==> src/rtl/cpu_types_pkg.sv <==
// Shared CPU/RAM types used by the caches, the RAM model and the memory arbiter.
package cpu_types_pkg;

    localparam int WORD_W = 32;

    typedef logic [WORD_W-1:0] word_t;

    // RAM handshake state as seen by the arbiter.
    typedef enum logic [1:0] {
        FREE   = 2'd0,
        BUSY   = 2'd1,
        ACCESS = 2'd2,
        ERROR  = 2'd3
    } ramstate_t;

    // Arbiter FSM: IDLE picks an owner, GRANT holds it until completion or abort.
    typedef enum logic {
        IDLE  = 1'b0,
        GRANT = 1'b1
    } arb_state_t;

endpackage

==> src/rtl/rr_picker.sv <==
// Round-robin search: first set bit of req at or above ptr, wrapping at N.
module rr_picker #(
    parameter int N = 4,
    localparam int IW = (N > 1) ? $clog2(N) : 1
) (
    input  logic [N-1:0]  req,
    input  logic [IW-1:0] ptr,
    output logic [IW-1:0] idx,
    output logic          valid
);

    logic [IW-1:0] cand;

    // Scan offsets from farthest to nearest so the nearest active requester wins.
    always_comb begin
        idx   = '0;
        valid = 1'b0;
        cand  = '0;
        for (int i = N - 1; i >= 0; i--) begin
            cand = IW'((int'(ptr) + i) % N);
            if (req[cand]) begin
                idx   = cand;
                valid = 1'b1;
            end
        end
    end

endmodule

==> src/rtl/memory_arbiter.sv <==
// Shares the single RAM port between the data and instruction caches of CPUS cores.
// Requester r = 2*c is core c's data cache, r = 2*c+1 its instruction cache.
// State table:
//   IDLE  | no owner; RAM enables low; pick next owner round-robin from rr_ptr
//   GRANT | owner drives RAM; wait released on ACCESS/ERROR, dropped request aborts
module memory_arbiter
    import cpu_types_pkg::*;
#(
    parameter int CPUS = 2
) (
    input  logic            CLK,
    input  logic            nRST,
    input  logic [CPUS-1:0] iREN,
    input  logic [CPUS-1:0] dREN,
    input  logic [CPUS-1:0] dWEN,
    input  word_t           iaddr  [CPUS],
    input  word_t           daddr  [CPUS],
    input  word_t           dstore [CPUS],
    input  ramstate_t       ramstate,
    input  word_t           ramload,
    output logic [CPUS-1:0] iwait,
    output logic [CPUS-1:0] dwait,
    output word_t           iload  [CPUS],
    output word_t           dload  [CPUS],
    output word_t           ramaddr,
    output word_t           ramstore,
    output logic            ramREN,
    output logic            ramWEN
);

    localparam int NREQ = 2 * CPUS;
    localparam int IW   = $clog2(NREQ);
    localparam int CW   = (CPUS > 1) ? $clog2(CPUS) : 1;

    arb_state_t    state, state_next;
    logic [IW-1:0] owner, owner_next;
    logic [IW-1:0] rr_ptr, rr_next;
    logic [NREQ-1:0] req;
    logic [IW-1:0] pick_idx;
    logic          pick_valid;
    logic [CW-1:0] own_core;
    logic          own_instr;
    logic          own_req;

    for (genvar c = 0; c < CPUS; c++) begin : g_core
        assign req[2*c]   = dREN[c] | dWEN[c];
        assign req[2*c+1] = iREN[c];
        assign iload[c]   = ramload;
        assign dload[c]   = ramload;
    end

    assign own_core  = CW'(owner >> 1);
    assign own_instr = owner[0];
    assign own_req   = req[owner];

    rr_picker #(.N(NREQ)) u_picker (
        .req   (req),
        .ptr   (rr_ptr),
        .idx   (pick_idx),
        .valid (pick_valid)
    );

    // State, owner and round-robin pointer registers.
    always_ff @(posedge CLK or negedge nRST) begin
        if (!nRST) begin
            state  <= IDLE;
            owner  <= '0;
            rr_ptr <= '0;
        end else begin
            state  <= state_next;
            owner  <= owner_next;
            rr_ptr <= rr_next;
        end
    end

    // Next-state decision and combinational RAM/wait outputs for the current owner.
    always_comb begin
        state_next = state;
        owner_next = owner;
        rr_next    = rr_ptr;
        iwait      = '1;
        dwait      = '1;
        ramREN     = 1'b0;
        ramWEN     = 1'b0;
        ramaddr    = '0;
        ramstore   = '0;
        case (state)
            IDLE: begin
                if (pick_valid) begin
                    owner_next = pick_idx;
                    state_next = GRANT;
                end
            end
            GRANT: begin
                if (!own_req) begin
                    // Owner gave up: drop the transfer and keep its priority.
                    state_next = IDLE;
                end else begin
                    if (own_instr) begin
                        ramaddr = iaddr[own_core];
                        ramREN  = 1'b1;
                    end else begin
                        ramaddr = daddr[own_core];
                        if (dWEN[own_core]) begin
                            ramWEN   = 1'b1;
                            ramstore = dstore[own_core];
                        end else begin
                            ramREN = 1'b1;
                        end
                    end
                    // ERROR completes the transfer too; there is no retry.
                    if (ramstate == ACCESS || ramstate == ERROR) begin
                        if (own_instr) iwait[own_core] = 1'b0;
                        else           dwait[own_core] = 1'b0;
                        state_next = IDLE;
                        rr_next    = (owner == IW'(NREQ - 1)) ? '0 : owner + 1'b1;
                    end
                end
            end
            default: state_next = IDLE;
        endcase
    end

endmodule
==> config.mk <==
export PLATFORM = sky130hd
export DESIGN_NAME = memory_arbiter
export DESIGN_NICKNAME = d
export VERILOG_FILES = /design/src/rtl/cpu_types_pkg.sv /design/src/rtl/rr_picker.sv /design/src/rtl/memory_arbiter.sv
export SDC_FILE = /design/constraint.sdc
export NUM_CORES = 1
export LEC_CHECK = 0
export BUFFER_PORTS_ARGS = -buffer_cell sky130_fd_sc_hd__buf_2
export CAP_MARGIN = 5
export CORE_AREA = 3 3 166 168
export CTS_BUF_LIST = sky130_fd_sc_hd__clkbuf_2 sky130_fd_sc_hd__clkbuf_4 sky130_fd_sc_hd__clkbuf_8
export DETAILED_ROUTE_END_ITERATION = 8
export DIE_AREA = 0 0 169 171
export MAX_ROUTING_LAYER = met4
export PLACE_DENSITY_LB_ADDON = 0.2
export REMOVE_ABC_BUFFERS = 1
export SKIP_LAST_GASP = 1
export SLEW_MARGIN = 40
export SYNTH_ARGS = -nofsm -noshare
export SYNTH_HDL_FRONTEND = slang
export SYNTH_SLANG_ARGS = --single-unit
==> constraint.sdc <==
create_clock -name CLK -period 2.6 [get_ports CLK]
set_input_delay 0.39 -clock CLK [delete_from_list [all_inputs] [get_ports CLK]]
set_output_delay 0.39 -clock CLK [all_outputs]
set_load 0.02 [all_outputs]
==> flow_summary.json <==
{
  "p_seq_frac": 0.060,
  "path_clk_slew_ns": 0.04,
  "grt_pass1_wl_um": 19900,
  "syn_to_final_growth_pct": 29.4,
  "grt_max_degree": 46,
  "die_y_um": 171,
  "design_area_mm2": 0.00381,
  "required_ns": 2.21,
  "r2r_cells": 4,
  "crit_path_cell_trace": "buf_4 > buf_4 > mux4_2 > nor2b_1 > buf_2",
  "cp_slowest_cell": "dfrtp_2",
  "die_w_um": 169,
  "yosysWarnings": 0,
  "crit_type": "register to output pin",
  "numCtsBuffers": 3,
  "power_leakage_uw": 0.00188,
  "clkSinkCount": 5,
  "postRouteAntennaNets": 0,
  "antenna_cells": 0,
  "netlist_area_mm2": 0.00294,
  "power_density_mw_per_mm2": 870,
  "rows": 59,
  "postCtsHoldBufs": 1,
  "p_int_uw": 1590,
  "initial_core_util": 0.113,
  "synth_cell_types": 33,
  "synth-seq-cells": 5,
  "ys_async_sr_fraction": 1.00,
  "max_slew_margin": 0.764,
  "crit_arrival_ns": 1.98,
  "antenna_found_initial": 0,
  "max_clock_freq_mhz": 423,
  "p_comb_frac": 0.894,
  "power_switching_uw": 1720,
  "grt_pass1_vias": 2992,
  "finalSetupViolCount": 0,
  "crit_path_end_kind": "output pin",
  "synth_seq_area_share": 0.0425,
  "grtUsageTotal": 0.0937,
  "synth_edf_count": 0,
  "wirelength_um": 14800,
  "drive_gt1_frac": 0.701,
  "finalCritPeriodShare": 0.910,
  "worst_pin_slew_ns": 0.354,
  "start_kind": "register",
  "place_area_mm2": 0.00375,
  "dieArea_mm2": 0.0289,
  "fin_crit_ns": 2.37,
  "drc_errors": 0,
  "firstDrtPassIters": 4,
  "fin_worst_skew_ns": 0.00285,
  "hpwl_um": 12400,
  "power.switching_fraction": 0.519,
  "post-cts-setup-buffer-count": 0,
  "drt_iter0_drc": 79,
  "min_path_type": "primary input to register",
  "rsz0062_at_grt": "no",
  "cts_tree": "yes",
  "grt-ovfl-total": 0,
  "io_buffers": 270,
  "final_core_util": 0.146,
  "wire_per_inst_um": 18.5,
  "drv_slew": 0,
  "cts_root_buf": "clkbuf_8",
  "hold_path_depth": 2,
  "place_congestion": 0.667,
  "num_io_pins": 432,
  "fin_nets": 705,
  "vias": 2930,
  "p_clk_frac": 0.046,
  "outcome": "completed",
  "core-area_mm2": 0.0261,
  "post_cts_resized": 0,
  "place_inst": 795,
  "postSynthCellCount": 327,
  "cts_max_level": 1,
  "cpPeakStageDelay_ns": 0.45,
  "ir_drop_mv": 0.270,
  "crit_fanout": 21,
  "cpMostUsedCell": "buf_4",
  "vias_per_cell": 3.66,
  "clk_latency_ns": 0.22,
  "synth.avg_cell_area_um2": 9.00,
  "final-hold-violation-count": 0,
  "ys.flop_type": "dfrtp_1",
  "clock_path_buffers": 2,
  "maxCapViolCount": 0,
  "final_cells": 800
}
==> metal layers <==
layer,share of wire,routed length [um],GRT usage,vias to the layer above
met5,0,0,-,-
met4,0,0,0.00988,0
met3,0.17,2550,0.0587,0
met2,0.40,5960,0.131,300
met1,0.42,6280,0.118,1349
li1,-,-,-,1281
==> power groups by stage <==
stage | clock network, uW | logic [uW] | registers (uW)
finish | 153 | 2960 | 199
floorplan | 0 | 1810 | 414
CTS | 158 | 3060 | 199
global placement | 0 | 3090 | 207
detailed placement | 0 | 3050 | 200
global route | 167 | 3230 | 205
==> synth_stat cells (2+ instances only) <==
cell type | instances | area, um2
mux4_2 | 32 | 721
buf_4 | 132 | 991
nor3_1 | 2 | 10.0
o21ai_0 | 3 | 15.0
buf_6 | 5 | 56.3
nor2b_1 | 33 | 206
inv_2 | 2 | 7.51
buf_2 | 5 | 25.0
mux2i_1 | 33 | 330
o211ai_1 | 5 | 37.5
mux2_1 | 2 | 22.5
dfrtp_1 | 5 | 125
inv_1 | 2 | 7.51
clkbuf_1 | 4 | 15.0
nor2_1 | 39 | 146
ha_1 | 5 | 62.6
a21oi_1 | 2 | 10.0
==> metrics by stage <==
step                      total power, uW  hold slack [ns]  setup TNS, ns  setup WS, ns
final                                3310            0.481              0         0.234
after global routing                 3600            0.497              0         0.136
after CTS                            3410            0.477              0         0.199
after detailed placement             3250            0.209              0         0.426
after global placement               3290            0.211              0         0.400
after floorplan                      2230           0.0944        -116.53         -1.65
==> registers in the layout, indices dropped and copies added, names as in the netlist <==
register  cells
owner         2
rr_ptr        2
state         1
==> worst max-delay path, delay by kind of cell, from the launching register on <==
kind          cells  cell delay [ns]
buf+inv           3             0.79
flops             1             0.45
mux               1             0.36
simple gates      1             0.14
==> cells in the final DEF (no fill, tap or decap), drive strengths merged, types with 2 or more instances in the layout <==
cell      n
nor2     40
inv       4
clkbuf    4
mux4     32
nor2b    34
mux2      2
o211ai    5
mux2i    33
nor3      2
ha        5
buf     279
a21oi     2
o21ai     5
dfrtp     5
==> cell families after synthesis <==
kind of cell / Yosys count / synth area share
fa+ha+maj: 5 / 0.0213
simple gates: 79 / 0.137
buf+inv: 150 / 0.375
flops: 5 / 0.0425
mux: 67 / 0.365
compound gates: 21 / 0.0596
==> final cells by class <==
class,count,area [um2]
clock buffers,4,48.8
fillers,2999,22300
inverters,4,15.0
multi-input cells,172,1710
flip-flops and latches,5,130
well taps,335,419
repair buffers,280,1480
==> worst paths after layout <==
kind / endpoint / from / slack, ns
setup / recovery: ramaddr[11] / owner[0] / 0.23
hold / removal: state / ramstate[1] / 0.48
setup reg to reg: rr_ptr[1] / owner[0] / 0.90
hold reg to reg: rr_ptr[0] / rr_ptr[0] / 0.59
max in group asynchronous: owner[1] / nRST / 1.93
min in group asynchronous: state / nRST / 0.52
Note: power is estimated with default switching activity, not from simulation.
